`src/rtl/l1_memory_arbiter_if.sv`:
```
// Bus bundle between the L1 caches, the arbiter and the memory port.
// The arbiter takes the master modport; caches and memory sit on the slave side.
interface l1_memory_arbiter_if #(
    parameter int ADDRESS_WIDTH = 32,
    parameter int DATA_WIDTH    = 32
);
    // I-cache side (read-only)
    logic                      IRequest;
    logic [ADDRESS_WIDTH-1:0]  IAddress;
    logic                      IDone;
    logic                      IError;
    logic [DATA_WIDTH-1:0]     IReadData;

    // D-cache side
    logic                      DRequest;
    logic                      DWrite;
    logic [DATA_WIDTH/8-1:0]   DStrobe;
    logic [ADDRESS_WIDTH-1:0]  DAddress;
    logic [DATA_WIDTH-1:0]     DWriteData;
    logic                      DDone;
    logic                      DError;
    logic [DATA_WIDTH-1:0]     DReadData;

    // Memory side
    logic                      MemRequest;
    logic                      MemWrite;
    logic [DATA_WIDTH/8-1:0]   MemStrobe;
    logic [ADDRESS_WIDTH-1:0]  MemAddress;
    logic [DATA_WIDTH-1:0]     MemWriteData;
    logic                      MemReady;
    logic [DATA_WIDTH-1:0]     MemReadData;

    modport master (
        input  IRequest, IAddress,
        output IDone, IError, IReadData,
        input  DRequest, DWrite, DStrobe, DAddress, DWriteData,
        output DDone, DError, DReadData,
        output MemRequest, MemWrite, MemStrobe, MemAddress, MemWriteData,
        input  MemReady, MemReadData
    );

    modport slave (
        output IRequest, IAddress,
        input  IDone, IError, IReadData,
        output DRequest, DWrite, DStrobe, DAddress, DWriteData,
        input  DDone, DError, DReadData,
        input  MemRequest, MemWrite, MemStrobe, MemAddress, MemWriteData,
        output MemReady, MemReadData
    );
endinterface

```
`src/rtl/l1_memory_arbiter.sv`:
```
// Merges L1 I-cache and D-cache miss/write traffic onto one memory port:
// one outstanding transaction, round-robin on ties, per-transaction timeout.
module l1_memory_arbiter #(
    parameter int ADDRESS_WIDTH  = 32,
    parameter int DATA_WIDTH     = 32,
    parameter int TIMEOUT_CYCLES = 255
) (
    input  logic               clk_i,
    input  logic               rst_i,
    l1_memory_arbiter_if.master bus
);
    localparam int SW    = DATA_WIDTH / 8;
    localparam int CNT_W = (TIMEOUT_CYCLES < 2) ? 1 : $clog2(TIMEOUT_CYCLES);
    localparam logic [CNT_W-1:0] CNT_LAST =
        CNT_W'((TIMEOUT_CYCLES == 0) ? 0 : TIMEOUT_CYCLES - 1);
    localparam bit TIMEOUT_EN = (TIMEOUT_CYCLES != 0);

    typedef enum logic [1:0] {
        ST_IDLE    = 2'd0,
        ST_WAIT    = 2'd1,
        ST_RESPOND = 2'd2
    } state_t;

    typedef enum logic {
        OWN_I = 1'b0,
        OWN_D = 1'b1
    } owner_t;

    state_t                   state_q;
    owner_t                   owner_q;
    owner_t                   last_grant_q;
    logic [CNT_W-1:0]         count_q;
    logic                     mem_request_q;
    logic                     mem_write_q;
    logic [SW-1:0]            mem_strobe_q;
    logic [ADDRESS_WIDTH-1:0] mem_address_q;
    logic [DATA_WIDTH-1:0]    mem_write_data_q;
    logic [DATA_WIDTH-1:0]    read_data_q;
    logic                     error_q;
    logic                     i_done_q;
    logic                     d_done_q;

    // A lone requester wins outright; on a tie the one not granted last time wins.
    owner_t winner;
    always_comb begin
        winner = OWN_I;
        if (bus.IRequest && bus.DRequest) begin
            winner = (last_grant_q == OWN_I) ? OWN_D : OWN_I;
        end else if (bus.DRequest) begin
            winner = OWN_D;
        end
    end

    always_ff @(posedge clk_i) begin
        if (rst_i) begin
            state_q          <= ST_IDLE;
            owner_q          <= OWN_I;
            last_grant_q     <= OWN_D;
            count_q          <= '0;
            mem_request_q    <= 1'b0;
            mem_write_q      <= 1'b0;
            mem_strobe_q     <= '0;
            mem_address_q    <= '0;
            mem_write_data_q <= '0;
            read_data_q      <= '0;
            error_q          <= 1'b0;
            i_done_q         <= 1'b0;
            d_done_q         <= 1'b0;
        end else begin
            i_done_q <= 1'b0;
            d_done_q <= 1'b0;
            unique case (state_q)
                ST_IDLE: begin
                    if (bus.IRequest || bus.DRequest) begin
                        owner_q       <= winner;
                        last_grant_q  <= winner;
                        count_q       <= '0;
                        mem_request_q <= 1'b1;
                        state_q       <= ST_WAIT;
                        if (winner == OWN_D) begin
                            mem_write_q      <= bus.DWrite;
                            mem_strobe_q     <= bus.DStrobe;
                            mem_address_q    <= bus.DAddress;
                            mem_write_data_q <= bus.DWriteData;
                        end else begin
                            mem_write_q      <= 1'b0;
                            mem_strobe_q     <= '1;
                            mem_address_q    <= bus.IAddress;
                            mem_write_data_q <= '0;
                        end
                    end
                end
                ST_WAIT: begin
                    // A MemReady on the final counted cycle still completes normally.
                    if (bus.MemReady) begin
                        read_data_q   <= bus.MemReadData;
                        error_q       <= 1'b0;
                        mem_request_q <= 1'b0;
                        i_done_q      <= (owner_q == OWN_I);
                        d_done_q      <= (owner_q == OWN_D);
                        state_q       <= ST_RESPOND;
                    end else if (TIMEOUT_EN && (count_q == CNT_LAST)) begin
                        read_data_q   <= '0;
                        error_q       <= 1'b1;
                        mem_request_q <= 1'b0;
                        i_done_q      <= (owner_q == OWN_I);
                        d_done_q      <= (owner_q == OWN_D);
                        state_q       <= ST_RESPOND;
                    end else begin
                        count_q <= count_q + 1'b1;
                    end
                end
                ST_RESPOND: begin
                    state_q <= ST_IDLE;
                end
                default: begin
                    state_q <= ST_IDLE;
                end
            endcase
        end
    end

    assign bus.IDone        = i_done_q;
    assign bus.IError       = error_q;
    assign bus.IReadData    = read_data_q;
    assign bus.DDone        = d_done_q;
    assign bus.DError       = error_q;
    assign bus.DReadData    = read_data_q;
    assign bus.MemRequest   = mem_request_q;
    assign bus.MemWrite     = mem_write_q;
    assign bus.MemStrobe    = mem_strobe_q;
    assign bus.MemAddress   = mem_address_q;
    assign bus.MemWriteData = mem_write_data_q;
endmodule

```
`src/flat_wrapper.sv`:
```
// flat-port wrapper written by rule: the top's interface ports become plain ports
module l1_memory_arbiter_flat 
#(
    parameter int ADDRESS_WIDTH  = 32,
    parameter int DATA_WIDTH     = 32,
    parameter int TIMEOUT_CYCLES = 255
)
  (clk_i, rst_i, bus_IRequest, bus_IAddress, bus_IDone, bus_IError, bus_IReadData, bus_DRequest, bus_DWrite, bus_DStrobe, bus_DAddress, bus_DWriteData, bus_DDone, bus_DError, bus_DReadData, bus_MemRequest, bus_MemWrite, bus_MemStrobe, bus_MemAddress, bus_MemWriteData, bus_MemReady, bus_MemReadData);
  l1_memory_arbiter_if #(.ADDRESS_WIDTH(ADDRESS_WIDTH), .DATA_WIDTH(DATA_WIDTH)) bus_i ();
  input  logic clk_i;
  input  logic rst_i;
  input wire logic [$bits(bus_i.IRequest)-1:0] bus_IRequest;
  input wire logic [$bits(bus_i.IAddress)-1:0] bus_IAddress;
  output wire logic [$bits(bus_i.IDone)-1:0] bus_IDone;
  output wire logic [$bits(bus_i.IError)-1:0] bus_IError;
  output wire logic [$bits(bus_i.IReadData)-1:0] bus_IReadData;
  input wire logic [$bits(bus_i.DRequest)-1:0] bus_DRequest;
  input wire logic [$bits(bus_i.DWrite)-1:0] bus_DWrite;
  input wire logic [$bits(bus_i.DStrobe)-1:0] bus_DStrobe;
  input wire logic [$bits(bus_i.DAddress)-1:0] bus_DAddress;
  input wire logic [$bits(bus_i.DWriteData)-1:0] bus_DWriteData;
  output wire logic [$bits(bus_i.DDone)-1:0] bus_DDone;
  output wire logic [$bits(bus_i.DError)-1:0] bus_DError;
  output wire logic [$bits(bus_i.DReadData)-1:0] bus_DReadData;
  output wire logic [$bits(bus_i.MemRequest)-1:0] bus_MemRequest;
  output wire logic [$bits(bus_i.MemWrite)-1:0] bus_MemWrite;
  output wire logic [$bits(bus_i.MemStrobe)-1:0] bus_MemStrobe;
  output wire logic [$bits(bus_i.MemAddress)-1:0] bus_MemAddress;
  output wire logic [$bits(bus_i.MemWriteData)-1:0] bus_MemWriteData;
  input wire logic [$bits(bus_i.MemReady)-1:0] bus_MemReady;
  input wire logic [$bits(bus_i.MemReadData)-1:0] bus_MemReadData;
  assign bus_i.IRequest = bus_IRequest;
  assign bus_i.IAddress = bus_IAddress;
  assign bus_IDone = bus_i.IDone;
  assign bus_IError = bus_i.IError;
  assign bus_IReadData = bus_i.IReadData;
  assign bus_i.DRequest = bus_DRequest;
  assign bus_i.DWrite = bus_DWrite;
  assign bus_i.DStrobe = bus_DStrobe;
  assign bus_i.DAddress = bus_DAddress;
  assign bus_i.DWriteData = bus_DWriteData;
  assign bus_DDone = bus_i.DDone;
  assign bus_DError = bus_i.DError;
  assign bus_DReadData = bus_i.DReadData;
  assign bus_MemRequest = bus_i.MemRequest;
  assign bus_MemWrite = bus_i.MemWrite;
  assign bus_MemStrobe = bus_i.MemStrobe;
  assign bus_MemAddress = bus_i.MemAddress;
  assign bus_MemWriteData = bus_i.MemWriteData;
  assign bus_i.MemReady = bus_MemReady;
  assign bus_i.MemReadData = bus_MemReadData;
  l1_memory_arbiter #(.ADDRESS_WIDTH(ADDRESS_WIDTH), .DATA_WIDTH(DATA_WIDTH), .TIMEOUT_CYCLES(TIMEOUT_CYCLES)) u_core (.clk_i(clk_i), .rst_i(rst_i), .bus(bus_i));
endmodule
```
`config.mk`:
```
export PLATFORM = sky130hd
export DESIGN_NAME = l1_memory_arbiter_flat
export DESIGN_NICKNAME = d
export VERILOG_FILES = /design/src/rtl/l1_memory_arbiter_if.sv /design/src/rtl/l1_memory_arbiter.sv /design/src/flat_wrapper.sv
export SDC_FILE = /design/constraint.sdc
export NUM_CORES = 1
export LEC_CHECK = 0
export ABC_AREA = 1
export BUFFER_PORTS_ARGS = -buffer_cell sky130_fd_sc_hd__buf_4
export CAP_MARGIN = 15
export CORE_MARGIN = 2
export CORE_UTILIZATION = 40
export CTS_CLUSTER_SIZE = 20
export DETAILED_ROUTE_END_ITERATION = 7
export HOLD_SLACK_MARGIN = 0.05
export PLACE_DENSITY = 0.76
export SETUP_SLACK_MARGIN = 0.2
export SYNTH_ARGS = -nofsm -noshare
export SYNTH_HDL_FRONTEND = slang
export SYNTH_SLANG_ARGS = --single-unit
```
`constraint.sdc`:
```
create_clock -name clk_i -period 1.2 [get_ports clk_i]
set_input_delay 0.24 -clock clk_i [delete_from_list [all_inputs] [get_ports clk_i]]
set_output_delay 0.24 -clock clk_i [all_outputs]
set_load 0.02 [all_outputs]
```
; Word level (Yosys, flattened, before mapping)
; Cells that the tools add are included.
; W data, S select, Z words.
[word_totals]
ff_bits = 117
word_cells = 60
output_inout_bits = 138
romBits = 0
latch_bits = 0
mem_count = 0
mem_bits_rw = 0
[classes]
n_addsub = 1
div_mod_pow = 0
bitwise = 2
n_reduce_logical = 11
n_eq_ne = 6
n_mul = 0
shifts = 0
n_mux = 27
magnitude_cmp = 0
[ops]
columns = cell, count
row1 = $mux W32, 4
row2 = $mux W8, 3
row3 = $pmux W8 S2, 1
row4 = $mux W1, 13
row5 = $add A8 B1 Y8 const B, 1
row6 = $eq A8 B8 Y1 const B, 1
row7 = $mux W2, 3
row8 = $reduce_and A2 Y1, 3
row9 = $mux W4, 1
row10 = $ne A2 B2 Y1 const B, 2
row11 = $pmux W2 S2, 1
row12 = $reduce_and A4 Y1, 1
row13 = $reduce_bool A2 Y1, 2
row14 = $ne A3 B2 Y1 const B, 1
row15 = $reduce_and A3 Y1, 1
row16 = $eq A2 B1 Y1 const B, 1
row17 = $logic_not A2 Y1, 1
row18 = $ne A2 B1 Y1 const B, 1
row19 = $not A1 Y1, 2
row20 = $pmux W1 S2, 1
row21 = $reduce_or A2 Y1, 1
row22 = $logic_and A1 B1 Y1, 1
row23 = $logic_or A1 B1 Y1, 1

; Depth between registers and ports, before layout
; Gate-level depths: netlist (run 1).
[logic_depth]
word_depth = 4
depth_mapped = 10
ltp_nobuf = 10

; Least setup slack after synthesis (run 1)
; OpenSTA, ideal clock, no wires.
[synth_path]
kind = reg-to-reg
startpoint = register u_core.count_q[0]
endpoint = register u_core.read_data_q[25] (netlist: u_core.bus.DReadData[25])
setup_ns = 0.132
t_required_ns = 1.068
stages_incl_launch_ff = 11
setup_slack_ns = -0.083
t_arrival_ns = 1.150
path_cell_list = dfxtp_1 > inv_1 > ha_1 > inv_1 > nor2_1 > nand2_2 > nand2_2 > nand2_4 > buf_6 > nand2_1 > a21oi_1
[synth_via]
elab_chain_cells = 3
[synth_lines]
columns = item, line_no
row1 = "start, declared", l1_memory_arbiter.sv:32  ; logic [CNT_W-1:0] count_q;
row2 = "start signal, assigned", l1_memory_arbiter.sv:110  ; count_q <= count_q + 1'b1;
row3 = $eq A8 B8 Y1, l1_memory_arbiter.sv:102  ; end else if (TIMEOUT_EN && (count_q == CNT_LAST)) begin
row4 = $reduce_bool A2 Y1 (no line), n/a
row5 = $reduce_and A2 Y1 (no line), n/a
row6 = "end signal, assigned", l1_memory_arbiter.sv:96  ; read_data_q <= bus.MemReadData;
row7 = "end, declared", l1_memory_arbiter.sv:38  ; logic [DATA_WIDTH-1:0] read_data_q;
; No other way between the ends.
; A chain may end at the register's enable or synchronous reset.

; Worst setup path after layout (run 1)
[layout_path]
startpoint = register u_core.count_q[0]
endpoint = register u_core.read_data_q[28] (netlist: u_core.bus.DReadData[28])
; The elaborated chain is that of the path after synthesis.

==> parameters.txt, run 1 <==
Parameter                              Value

Clock tree
  Maximum level of the CTS H-tree    4
  Later-pin clock latency in the skew report    0.42 ns
  Clock net sink count    117
  Clock tree from TritonCTS    built
  Clock transition time at the flip-flop clock pins of the worst setup and hold paths    ~0.06 ns
  Maximum number of buffers from clock root to sink    2
  Total clock buffers created by CTS    17
  Root Buffer Master    sky130_fd_sc_hd__clkbuf_16

Routing
  Count of antenna-violating nets left after detailed routing    0
  Iteration count of the initial detailed-routing pass    5
  Number of design rule violations left after detail routing    0
  Vias per cell    5.016
  Wire length on met3    ~1.7 mm
  Total wirelength of the detailed-routed design    roughly 22 mm
  M1 wire length    roughly 7.5 mm
  DR top layer    met4
  Via Count    5824
  Violation count after the first detailed-routing iteration    about 350
  Met2 wire len    about 12 mm
  Wire length per cell after detailed routing    approximately 19 um

Worst setup path
  Cell count of the worst reg-to-reg path    10
  Crit Reg-Reg Endpoint    u_core.bus.DReadData[28]
  Startpoint type of the worst setup path    flip-flop
  Data arrival at the endpoint of the critical path    approximately 1.7 ns
  Worst flop-to-flop path startpoint    u_core.count_q[0]
  Endpoint of the worst setup timing path    u_core.bus.DReadData[28]
  Register-to-register setup slack    -0.27 ns
  Beginning of the critical path    u_core.count_q[0]
  Required time of the worst setup path    1.47 ns
  Type of the worst setup path    flip-flop to flip-flop
  Crit Path Max Fanout    7
  Worst setup EP type    flip-flop

Synthesis
  Syn nets    763
  Mux contribution to synthesized area    0%
  Most common flop cell mapped by yosys    sky130_fd_sc_hd__dfxtp_1
  Simple-gate share of the synthesized area    approximately a quarter
  Sequential area share after synthesis    between 40 and 50%
  Proportion of register bits with asynchronous set or reset after synthesis    0%
  Post-synthesis instance area    4987 um2
  Count of warnings emitted by yosys    0
  Post-synthesis xor/xnor area fraction    0%
  Largest cells by area after synthesis    sky130_fd_sc_hd__dfxtp_1 47%, sky130_fd_sc_hd__nand2_1 12%, sky130_fd_sc_hd__o31ai_2 7.5%
  Synthesized-area fraction occupied by adder cells    less than 1%
  Area leader, netlist    sky130_fd_sc_hd__dfxtp_1
  Synth cell types    25
  Number of flops mapped to enable cells by yosys    0
  Most frequently used cell type in the post-synthesis netlist    sky130_fd_sc_hd__nand2_1
  Synthesized-area fraction occupied by ao, oa, aoi and oai cells    about 15%
  Synth top cells by count    159 x sky130_fd_sc_hd__nand2_1, 117 x sky130_fd_sc_hd__dfxtp_1, 85 x sky130_fd_sc_hd__nor2_1, 52 x sky130_fd_sc_hd__inv_1, 34 x sky130_fd_sc_hd__buf_4
  Post-synthesis average cell area    ~8 um2
  Combinational family with the most area after synthesis    simple AND/OR/NAND/NOR gates
  Synth Register Bits    117
  Number of instances in the synthesized netlist    approximately 620
  Post-synth top area share    approximately 47%

Placement
  Cell area after placement    7208 um2
  Post-DP HPWL    approximately 10 mm
  Count of buffers from port buffering    between 200 and 300
  Routability Congestion    0.8094

Floorplan
  Standard-cell rows    40
  Core footprint    12110 um2
  Chip width    about 120 um
  Total I/O pin count    276
  Die Outline Area    between 10000 and 15000 um2
  Initial Util    41.18%
  Die Ht    ~120 um

STA
  Final sum of negative setup slack    -16.84 ns
  Part of the cycle the worst path needs    122.3%
  Worst-case setup margin in the final layout    -0.2674 ns
  Post-Route Skew    approximately 0.009 ns
  Number of hold-slack violations in the final timing report    0
  Min Clock Period, post-route    1.467 ns
  Achievable frequency    between 600 and 700 MHz
  Worst-Margin Slew    0.4534 ns
  Final setup violation count    115
  Unrepaired setup endpoints after global routing    true
  Worst relative slew slack    between 60% and 70%
  Number of max-slew violations in the final report    0

Global route
  Number of antenna violations at the first check in global routing    0
  First-pass GRT wire length    about 25 mm
  Total congestion overflow    0
  Via count of the first global-routing pass    about 5.2k
  Largest net degree at the start of global routing    40
  GRT Total Usage    24.07%

Power
  Logic pwr share    approximately a quarter
  Switching share of power    around 28%
  Power density over cell area    1287 nW/um2
  Net load switching power    around 3.7 mW
  Peak VDD IR    0.0008955 V
  Sequential share of power    around 34%
  Leakage power summed over all cells    4.984 nW
  Portion of total power attributed to the clock network    40.9%
  Internal cell power    approximately 9.6 mW

Final layout
  Number of filler cells placed in the layout    ~600
  Diodes inserted    0
  Ratio of cells with drive above 1 in the final layout    71.50%
  Number of nets at the end of the flow    roughly 1.1k
  Final design area excluding fillers    10300 um2
  Area added between synthesis and finish    106.6%

Status
  Status    finished with violations
  Violated checks    negative setup slack

Min path
  HP Class    input port to flip-flop

Run
  Number of max-capacitance violations reported    0
## layout make-up
class                   count  area [um2]  share of cell area [%]
repair buffers            403        4041                   39.23
clock inverters             9       151.4                   1.470
clock buffers              21       470.5                   4.566
well taps                 168       210.2                   2.040
flip-flops and latches    117        2539                   24.64
multi-input cells         386        2671                   25.93
inverters                  57       219.0                   2.125
## layout by cell type (no fill, tap or decap), types with 2 or more instances in the layout
cell type / instances
sky130_fd_sc_hd__inv_2: 7
sky130_fd_sc_hd__o31ai_4: 10
sky130_fd_sc_hd__clkinv_2: 3
sky130_fd_sc_hd__dfxtp_1: 8
sky130_fd_sc_hd__a21oi_1: 21
sky130_fd_sc_hd__nand2_8: 4
sky130_fd_sc_hd__buf_6: 162
sky130_fd_sc_hd__nand3b_1: 3
sky130_fd_sc_hd__o21ai_2: 27
sky130_fd_sc_hd__a21oi_2: 12
sky130_fd_sc_hd__nor2_2: 6
sky130_fd_sc_hd__clkbuf_16: 28
sky130_fd_sc_hd__inv_4: 2
sky130_fd_sc_hd__nand2_2: 41
sky130_fd_sc_hd__nor2_1: 76
sky130_fd_sc_hd__o21ai_0: 3
sky130_fd_sc_hd__nand3_1: 13
sky130_fd_sc_hd__dlygate4sd3_1: 9
sky130_fd_sc_hd__dfxtp_4: 24
sky130_fd_sc_hd__ha_4: 2
sky130_fd_sc_hd__buf_4: 206
sky130_fd_sc_hd__o31ai_2: 22
sky130_fd_sc_hd__clkbuf_8: 3
sky130_fd_sc_hd__nor2_4: 7
sky130_fd_sc_hd__inv_1: 48
sky130_fd_sc_hd__buf_8: 2
sky130_fd_sc_hd__o21ai_1: 9
sky130_fd_sc_hd__bufinv_16: 4
sky130_fd_sc_hd__nand3_2: 2
sky130_fd_sc_hd__buf_12: 11
sky130_fd_sc_hd__buf_16: 2
sky130_fd_sc_hd__dfxtp_2: 85
sky130_fd_sc_hd__nand2_1: 91
sky130_fd_sc_hd__nand2_4: 31
## critical path, stage by stage (launching register included)
cell	delay [ns]
sky130_fd_sc_hd__dfxtp_2	0.32
sky130_fd_sc_hd__inv_2	0.08
sky130_fd_sc_hd__ha_4	0.12
sky130_fd_sc_hd__inv_2	0.03
sky130_fd_sc_hd__nor2_2	0.13
sky130_fd_sc_hd__nand2_2	0.11
sky130_fd_sc_hd__nand2_4	0.11
sky130_fd_sc_hd__nand2_8	0.09
sky130_fd_sc_hd__buf_6	0.15
sky130_fd_sc_hd__nand2_1	0.08
sky130_fd_sc_hd__a21oi_1	0.09
## state kept, by name, indices dropped and copies added, names as in the netlist
register                 cells
u_core.bus.MemStrobe         4
u_core.bus.IDone             1
u_core.bus.DDone             1
u_core.bus.MemWrite          1
u_core.owner_q               1
u_core.bus.DError            1
u_core.state_q               2
u_core.last_grant_q          1
u_core.bus.MemRequest        1
u_core.bus.DReadData        32
u_core.count_q               8
u_core.bus.MemAddress       32
u_core.bus.MemWriteData     32
## cells by family after synthesis
group / Yosys count
AO/OA/AOI/OAI: 106
AND/OR/NAND/NOR: 278
buffers and inverters: 120
adder cells (fa/ha/maj): 2
flip-flops: 117
## power groups by stage
stage          clock [mW]  sequential, mW  combinational [mW]
2_1_floorplan           0            4.69               0.940
5_1_grt              5.64            4.47                3.56
3_5_place_dp            0            4.41                2.23
4_1_cts              5.42            4.40                2.63
3_3_place_gp            0            4.41                2.21
6_report             5.42            4.45                3.39
## what timing repair did
item	in CTS	in global routing
setup endpoints to repair	255	255
pin swaps	15	24
resized for setup	221	242
setup buffers	30	37
endpoints found under the hold margin	9	0
cloned	2	16
hold buffers	9	0
## per-stage QoR
step           cells  total power, mW  setup slack, ns  hold slack [ns]  utilization (%)
2_1_floorplan    623            5.629         -0.04409           0.3749                -
3_3_place_gp    1037            6.615         -0.05380           0.4430            59.51
3_5_place_dp    1037            6.641          -0.1107           0.4489            59.51
4_1_cts         1108            12.46          -0.1219          0.05109            73.22
5_1_grt         1161            13.68          -0.3162          0.05735            85.06
6_report        1161            13.26          -0.2674          0.05647            85.06
## routing by layer
layer | vias up | global-route usage [%]
met2 | 321 | 43.66
li1 | 2661 | -
met3 | 80 | 8.316
met4 | 0 | 10.95
met5 | - | 0
met1 | 2762 | 25.00
## worst min path at each step
stage | startpoint | end | slack [ns] | depth (start not counted)
after floorplan | bus_DWriteData[20] | u_core.bus.MemWriteData[20] | 0.37 | 2
after global placement | u_core.bus.MemWriteData[30] | u_core.bus.MemWriteData[30] | 0.44 | 2
after detailed placement | u_core.bus.MemWriteData[31] | u_core.bus.MemWriteData[31] | 0.45 | 2
after CTS | bus_DWriteData[18] | u_core.bus.MemWriteData[18] | 0.05 | 3
after global routing | bus_DWriteData[19] | u_core.bus.MemWriteData[19] | 0.06 | 3
final | bus_DWriteData[19] | u_core.bus.MemWriteData[19] | 0.06 | 3
(Power assumes the default switching activity.)
==> inputs of run 2 (changes only) <==
- CTS_BUF_LIST: not set -> sky130_fd_sc_hd__clkbuf_16
- RECOVER_POWER: not set -> 100
- SKIP_LAST_GASP: not set -> 1
==> run 2 against run 1 <==
The run still ends with negative setup slack left. Largest power group unchanged. Register-to-register slack about the same. Clock skew decreased by 0.0021 ns. Power down 0.92%. Die area is the same. Hold slack improved by 0.013 ns. Count of clock-buffer cells in the layout is 4 lower. Critical path type unchanged.
==> parameters.txt, run 2 (synthesis gave the netlist of run 1 again) <==
Parameter                              Value

STA
  Min Clock Period, post-route    1.461 ns
  Unrepaired setup endpoints after global routing    true
  Post-Route Skew    0.006931 ns
  Part of the cycle the worst path needs    121.8%
  Final sum of negative setup slack    -16.64 ns
  Worst-Margin Slew    0.4413 ns
  Number of max-slew violations in the final report    0
  Final setup violation count    around 120
  Number of hold-slack violations in the final timing report    0
  Achievable frequency    between 600 and 700 MHz
  Worst relative slew slack    about 71%
  Worst-case setup margin in the final layout    -0.2614 ns

Status
  Violated checks    negative setup slack
  Status    finished with violations

Clock tree
  Clock tree from TritonCTS    built
  Maximum level of the CTS H-tree    4
  Clock transition time at the flip-flop clock pins of the worst setup and hold paths    approximately 0.050 ns
  Clock net sink count    ~120
  Total clock buffers created by CTS    17
  Maximum number of buffers from clock root to sink    2
  Later-pin clock latency in the skew report    ~0.42 ns
  Root Buffer Master    sky130_fd_sc_hd__clkbuf_16

Worst setup path
  Worst setup EP type    flip-flop
  Longest individual stage delay on the worst path    approximately 0.32 ns
  Cell with the largest stage delay on the worst path    sky130_fd_sc_hd__dfxtp_2
  Buffering stage count on the worst path with inverters included    3
  Required time of the worst setup path    about 1.5 ns
  Type of the worst setup path    flip-flop to flip-flop
  Startpoint type of the worst setup path    flip-flop
  Top Family by Delay on Critical Path    simple AND/OR/NAND/NOR gates
  Critical-path cell list    inv_2 > ha_4 > inv_2 > nor2_2 > nand2_2 > nand2_4 > nand2_8 > clkbuf_16 > nand2_2 > a21oi_1
  Data arrival at the endpoint of the critical path    1.74 ns
  Crit Path Max Fanout    7

Floorplan
  Initial Util    between 40 and 50%
  Total I/O pin count    ~280
  Standard-cell rows    40
  Chip width    between 100 and 150 um
  Die Ht    115.7 um
  Die Outline Area    between 10000 and 15000 um2
  Core footprint    approximately 12000 um2

Routing
  Wire length per cell after detailed routing    just under 20 um
  Iteration count of the initial detailed-routing pass    5
  Via Count    between 5k and 6k
  Total wirelength of the detailed-routed design    approximately 23 mm
  Count of antenna-violating nets left after detailed routing    0
  Vias per cell    ~5.0
  Number of design rule violations left after detail routing    0
  Violation count after the first detailed-routing iteration    269

Placement
  Cell total after placement    1037
  Post-DP HPWL    about 10 mm
  Cell area after placement    7208 um2
  Routability Congestion    0.8094
  Worst-case setup slack after placement    -0.1107 ns
  Count of buffers from port buffering    approximately 280

Global route
  First-pass GRT wire length    roughly 26 mm
  Number of antenna violations at the first check in global routing    0
  Total congestion overflow    0
  Via count of the first global-routing pass    ~5.4k
  Largest net degree at the start of global routing    40
  GRT Total Usage    25.61%

Power
  Leakage power summed over all cells    between 4 and 5 nW
  Power density over cell area    about 1300 nW/um2
  Peak VDD IR    about 0.0010 V

Final layout
  Number of filler cells placed in the layout    roughly 650
  Most common cell after layout, fill and taps aside    sky130_fd_sc_hd__buf_4
  Ratio of cells with drive above 1 in the final layout    between 60% and 70%
  Highest-count cells in the layout ignoring fill and taps    206 x sky130_fd_sc_hd__buf_4, 149 x sky130_fd_sc_hd__buf_6, 90 x sky130_fd_sc_hd__nand2_1, 73 x sky130_fd_sc_hd__nor2_1, 60 x sky130_fd_sc_hd__dfxtp_1
  Diodes inserted    0
  Final design area excluding fillers    between 10000 and 15000 um2
  Multi-input gate area    roughly 2800 um2
  FF/Latch Area    between 2000 and 2500 um2
  Number of nets at the end of the flow    ~1.1k
  Number of standard cells in the final layout excluding fillers    ~1.2k
  Area added between synthesis and finish    105.1%

Min path
  HP Class    input port to flip-flop

Run
  Number of max-capacitance violations reported    0
==> run 2: where the power goes <==
part | switching [mW] | internal, mW | leakage [nW]
sequential | 0.259 | 4.16 | 0.988
clock | 1.84 | 3.40 | 0.292
combinational | 1.68 | 1.79 | 3.70
==> run 2: cell type report <==
class	count	area share, %
Timing Repair Buffer	398	38.88
Inverter	57	2.214
Clock inverter	13	1.627
Multi-Input combinational cell	386	26.94
Tap cell	168	2.055
Sequential cell	117	24.13
Clock buffer	17	4.158
==> run 2: worst paths after layout <==
path	cells past startpoint	startpoint	slack [ns]	to
max	10	u_core.count_q[0]	-0.26	u_core.bus.DReadData[0]
min reg2reg	2	u_core.bus.MemWriteData[30]	0.48	u_core.bus.MemWriteData[30]
max reg2reg	10	u_core.count_q[0]	-0.26	u_core.bus.DReadData[0]
min	3	bus_DWriteData[0]	0.07	u_core.bus.MemWriteData[0]
==> run 2: tightest hold or removal path: cells and delay by family <==
kind                   cells  cell delay, ns
AO/OA/AOI/OAI              1            0.11
buffers and inverters      2            0.11
==> run 2: stage by stage <==
| step | hold WS (ns) | power [mW] | util, % |
|---|---|---|---|
| detailed placement | 0.4489 | 6.641 | 59.51 |
| floorplan | 0.3749 | 5.629 | - |
| global placement | 0.4430 | 6.615 | 59.51 |
| global route | 0.07124 | 13.54 | 84.47 |
| CTS | 0.05015 | 12.45 | 75.49 |
| finish | 0.06913 | 13.14 | 84.47 |
==> run 2: layer usage <==
metal | vias up | track usage [%] | part of all wire, %
met1 | 2772 | 26.09 | 35
met3 | 68 | 9.519 | 8.1
met4 | 0 | 12.22 | 4.0
li1 | 2659 | - | -
met2 | 303 | 46.32 | 53
met5 | - | 0 | 0
==> run 2: what timing repair did <==
item	CTS	global route
hold buffers	9	0
resized for setup	290	190
hold endpoints to repair	9	0
endpoints found under the setup margin	255	255
buffers inserted	32	30
pin swaps	6	26
gates cloned	6	12
==> inputs of run 3 (changes only) <==
- ABC_AREA: 1 -> not set
- CORE_UTILIZATION: 40 -> 39
- PLACE_DENSITY: 0.76 -> 0.83
==> run 3 against run 2 <==
The flow still finishes with violations (negative setup slack). Flip-flop and latch count unchanged. Global-route usage increased by 4.8 points. Highest routed layer unchanged. Via count decreased by 6.1%. Largest power group unchanged. Critical path depth decreased by 3. Fmax decreased by 11%. Critical path type unchanged. Synthesized cell count decreased by 32%.
==> parameters.txt, run 3 <==
Parameter                              Value

Worst setup path
  Critical-path cell list    inv_2 > ha_2 > nand3_1 > buf_4 > o211ai_1 > xor2_1 > nor3_1
  Crit Path Max Fanout    3
  Type of the worst setup path    flip-flop to flip-flop
  Register-to-register setup slack    -0.45 ns
  Cell with the largest stage delay on the worst path    sky130_fd_sc_hd__dfxtp_2
  Buffering stage count on the worst path with inverters included    2
  Longest individual stage delay on the worst path    around 0.35 ns
  Startpoint type of the worst setup path    flip-flop
  Data arrival at the endpoint of the critical path    approximately 1.9 ns
  Top Family by Delay on Critical Path    flip-flops
  Worst setup EP type    flip-flop
  Required time of the worst setup path    1.49 ns

Floorplan
  Die Ht    roughly 110 um
  Standard-cell rows    39
  Core footprint    approximately 11000 um2
  Initial Util    roughly two fifths
  Chip width    around 110 um
  Die Outline Area    around 12000 um2
  Total I/O pin count    approximately 280

STA
  Worst-Margin Slew    between 0.3 and 0.4 ns
  Worst-case setup margin in the final layout    -0.4500 ns
  Number of hold-slack violations in the final timing report    0
  Part of the cycle the worst path needs    137.5%
  Final sum of negative setup slack    -34.92 ns
  Achievable frequency    about 600 MHz
  Worst relative slew slack    78.96%
  Min Clock Period, post-route    about 1.7 ns
  Number of max-slew violations in the final report    0
  Final setup violation count    116
  Post-Route Skew    between 0.01 and 0.015 ns
  Unrepaired setup endpoints after global routing    true

Clock tree
  Maximum number of buffers from clock root to sink    2
  Root Buffer Master    sky130_fd_sc_hd__clkbuf_16
  Maximum level of the CTS H-tree    4
  Total clock buffers created by CTS    17
  Clock transition time at the flip-flop clock pins of the worst setup and hold paths    0.06 ns
  Clock tree from TritonCTS    built
  Clock net sink count    approximately 120
  Later-pin clock latency in the skew report    a little over 0.4 ns

Final layout
  Area added between synthesis and finish    128.0%
  Most common cell after layout, fill and taps aside    sky130_fd_sc_hd__buf_4
  Ratio of cells with drive above 1 in the final layout    between 70 and 80%
  Final design area excluding fillers    a little over 10000 um2
  Core Util, Final    90.47%
  Diodes inserted    0
  Number of nets at the end of the flow    about 970
  Highest-count cells in the layout ignoring fill and taps    215 x sky130_fd_sc_hd__buf_4, 157 x sky130_fd_sc_hd__buf_6, 82 x sky130_fd_sc_hd__dfxtp_2, 65 x sky130_fd_sc_hd__a22o_1, 46 x sky130_fd_sc_hd__dlygate4sd3_1

Global route
  Largest net degree at the start of global routing    36
  First-pass GRT wire length    slightly below 30 mm
  Via count of the first global-routing pass    5411
  Total congestion overflow    0
  Number of antenna violations at the first check in global routing    0
  GRT Total Usage    between 30% and 40%

Synthesis
  Count of warnings emitted by yosys    0
  Area leader, netlist    sky130_fd_sc_hd__dfxtp_1
  Sequential area share after synthesis    a little over half
  Post-synthesis instance area    approximately 4500 um2
  Synth top cells by count    117 x sky130_fd_sc_hd__dfxtp_1, 65 x sky130_fd_sc_hd__a22o_1, 44 x sky130_fd_sc_hd__nor2_1, 36 x sky130_fd_sc_hd__buf_4, 34 x sky130_fd_sc_hd__mux2i_1
  Proportion of register bits with asynchronous set or reset after synthesis    0%
  Syn nets    between 500 and 600
  Largest cells by area after synthesis    sky130_fd_sc_hd__dfxtp_1 52%, sky130_fd_sc_hd__a22o_1 13%, sky130_fd_sc_hd__mux2i_1 7.6%
  Most frequently used cell type in the post-synthesis netlist    sky130_fd_sc_hd__dfxtp_1
  Synth cell types    just over 40
  Synth Register Bits    around 120
  Most common flop cell mapped by yosys    sky130_fd_sc_hd__dfxtp_1
  Post-synth top area share    roughly 52%
  Post-synthesis average cell area    around 11 um2
  Number of flops mapped to enable cells by yosys    0
  Number of instances in the synthesized netlist    422

Routing
  Violation count after the first detailed-routing iteration    slightly above 600
  Via Count    between 5k and 6k
  Number of design rule violations left after detail routing    0
  Vias per cell    roughly 5.5
  Iteration count of the initial detailed-routing pass    5
  Count of antenna-violating nets left after detailed routing    0
  Total wirelength of the detailed-routed design    between 20 and 25 mm
  Wire length per cell after detailed routing    roughly 24 um

Power
  Peak VDD IR    around 0.00091 V
  Power density over cell area    ~1300 nW/um2
  Leakage power summed over all cells    between 4 and 5 nW

Run
  Number of max-capacitance violations reported    0

Status
  Violated checks    negative setup slack
  Status    finished with violations

Placement
  Cell area after placement    about 7000 um2
  Routability Congestion    around 0.89
  Post-DP HPWL    9.666 mm
  Count of buffers from port buffering    about 280

Min path
  HP Class    input port to flip-flop
==> run 3: what timing repair did <==
action / in CTS / in global routing
endpoints found under the setup margin: 255 / 255
hold buffers: 44 / 2
resized for setup: 267 / 135
hold endpoints to repair: 44 / 2
gates cloned: 16 / 0
setup buffers: 41 / 38
pin swaps: 18 / 29
==> run 3: kinds of logic after synthesis <==
kind of cell,Yosys count,synth area share (%)
flops,117,52.13
mux,34,7.575
compound gates,119,21.55
fa+ha+maj,2,0.5569
xor+xnor,2,0.3899
simple gates,83,8.745
buf+inv,65,9.051
==> run 3: worst paths after layout <==
path	from	end	cells past startpoint
max	u_core.count_q[0]	u_core.count_q[2]	7
min	bus_DWriteData[15]	u_core.bus.MemWriteData[15]	2
max reg2reg	u_core.count_q[0]	u_core.count_q[2]	7
min reg2reg	u_core.bus.MemRequest	u_core.bus.MemRequest	1
==> run 3: layout make-up <==
cell class,instances,area (um2)
inverter,2,7.507
fill,384,1079
multi-input combinational,241,2287
timing repair buffer,453,4618
sequential,117,2546
clock buffer,17,425.4
clock inverter,15,178.9
tap,143,178.9
==> run 3: worst register-to-register path, cell delays in order, from the launching register on <==
cell	delay, ns
sky130_fd_sc_hd__dfxtp_2	0.35
sky130_fd_sc_hd__inv_2	0.07
sky130_fd_sc_hd__ha_2	0.19
sky130_fd_sc_hd__nand3_1	0.16
sky130_fd_sc_hd__buf_4	0.20
sky130_fd_sc_hd__o211ai_1	0.28
sky130_fd_sc_hd__xor2_1	0.22
sky130_fd_sc_hd__nor3_1	0.07
==> run 3: per-layer routing <==
metal / GRT usage [%] / wire length, um / vias to the layer above
li1: - / - / 2349
met1: 30.89 / 8089 / 2628
met2: 59.43 / 12550 / 364
met3: 6.968 / 1642 / 107
met4: 12.51 / 1194 / 0
met5: 0 / 0 / -
==> run 3: stage by stage <==
stage | hold WS, ns | power (mW) | setup WS (ns) | cells
global placement | 0.4373 | 6.540 | -0.2286 | 815
finish | 0.04562 | 13.56 | -0.4500 | 988
CTS | 0.05030 | 12.65 | -0.2895 | 948
floorplan | 0.3360 | 5.614 | -0.2097 | 422
global route | 0.03746 | 13.91 | -0.5053 | 988
detailed placement | 0.4545 | 6.603 | -0.2775 | 815
==> run 3: power breakdown <==
group,leakage [nW],switching [mW],internal [mW]
clock network,0.289,2.02,3.28
registers,1.01,0.276,4.19
logic,3.28,1.67,2.13
total,4.58,3.97,9.59
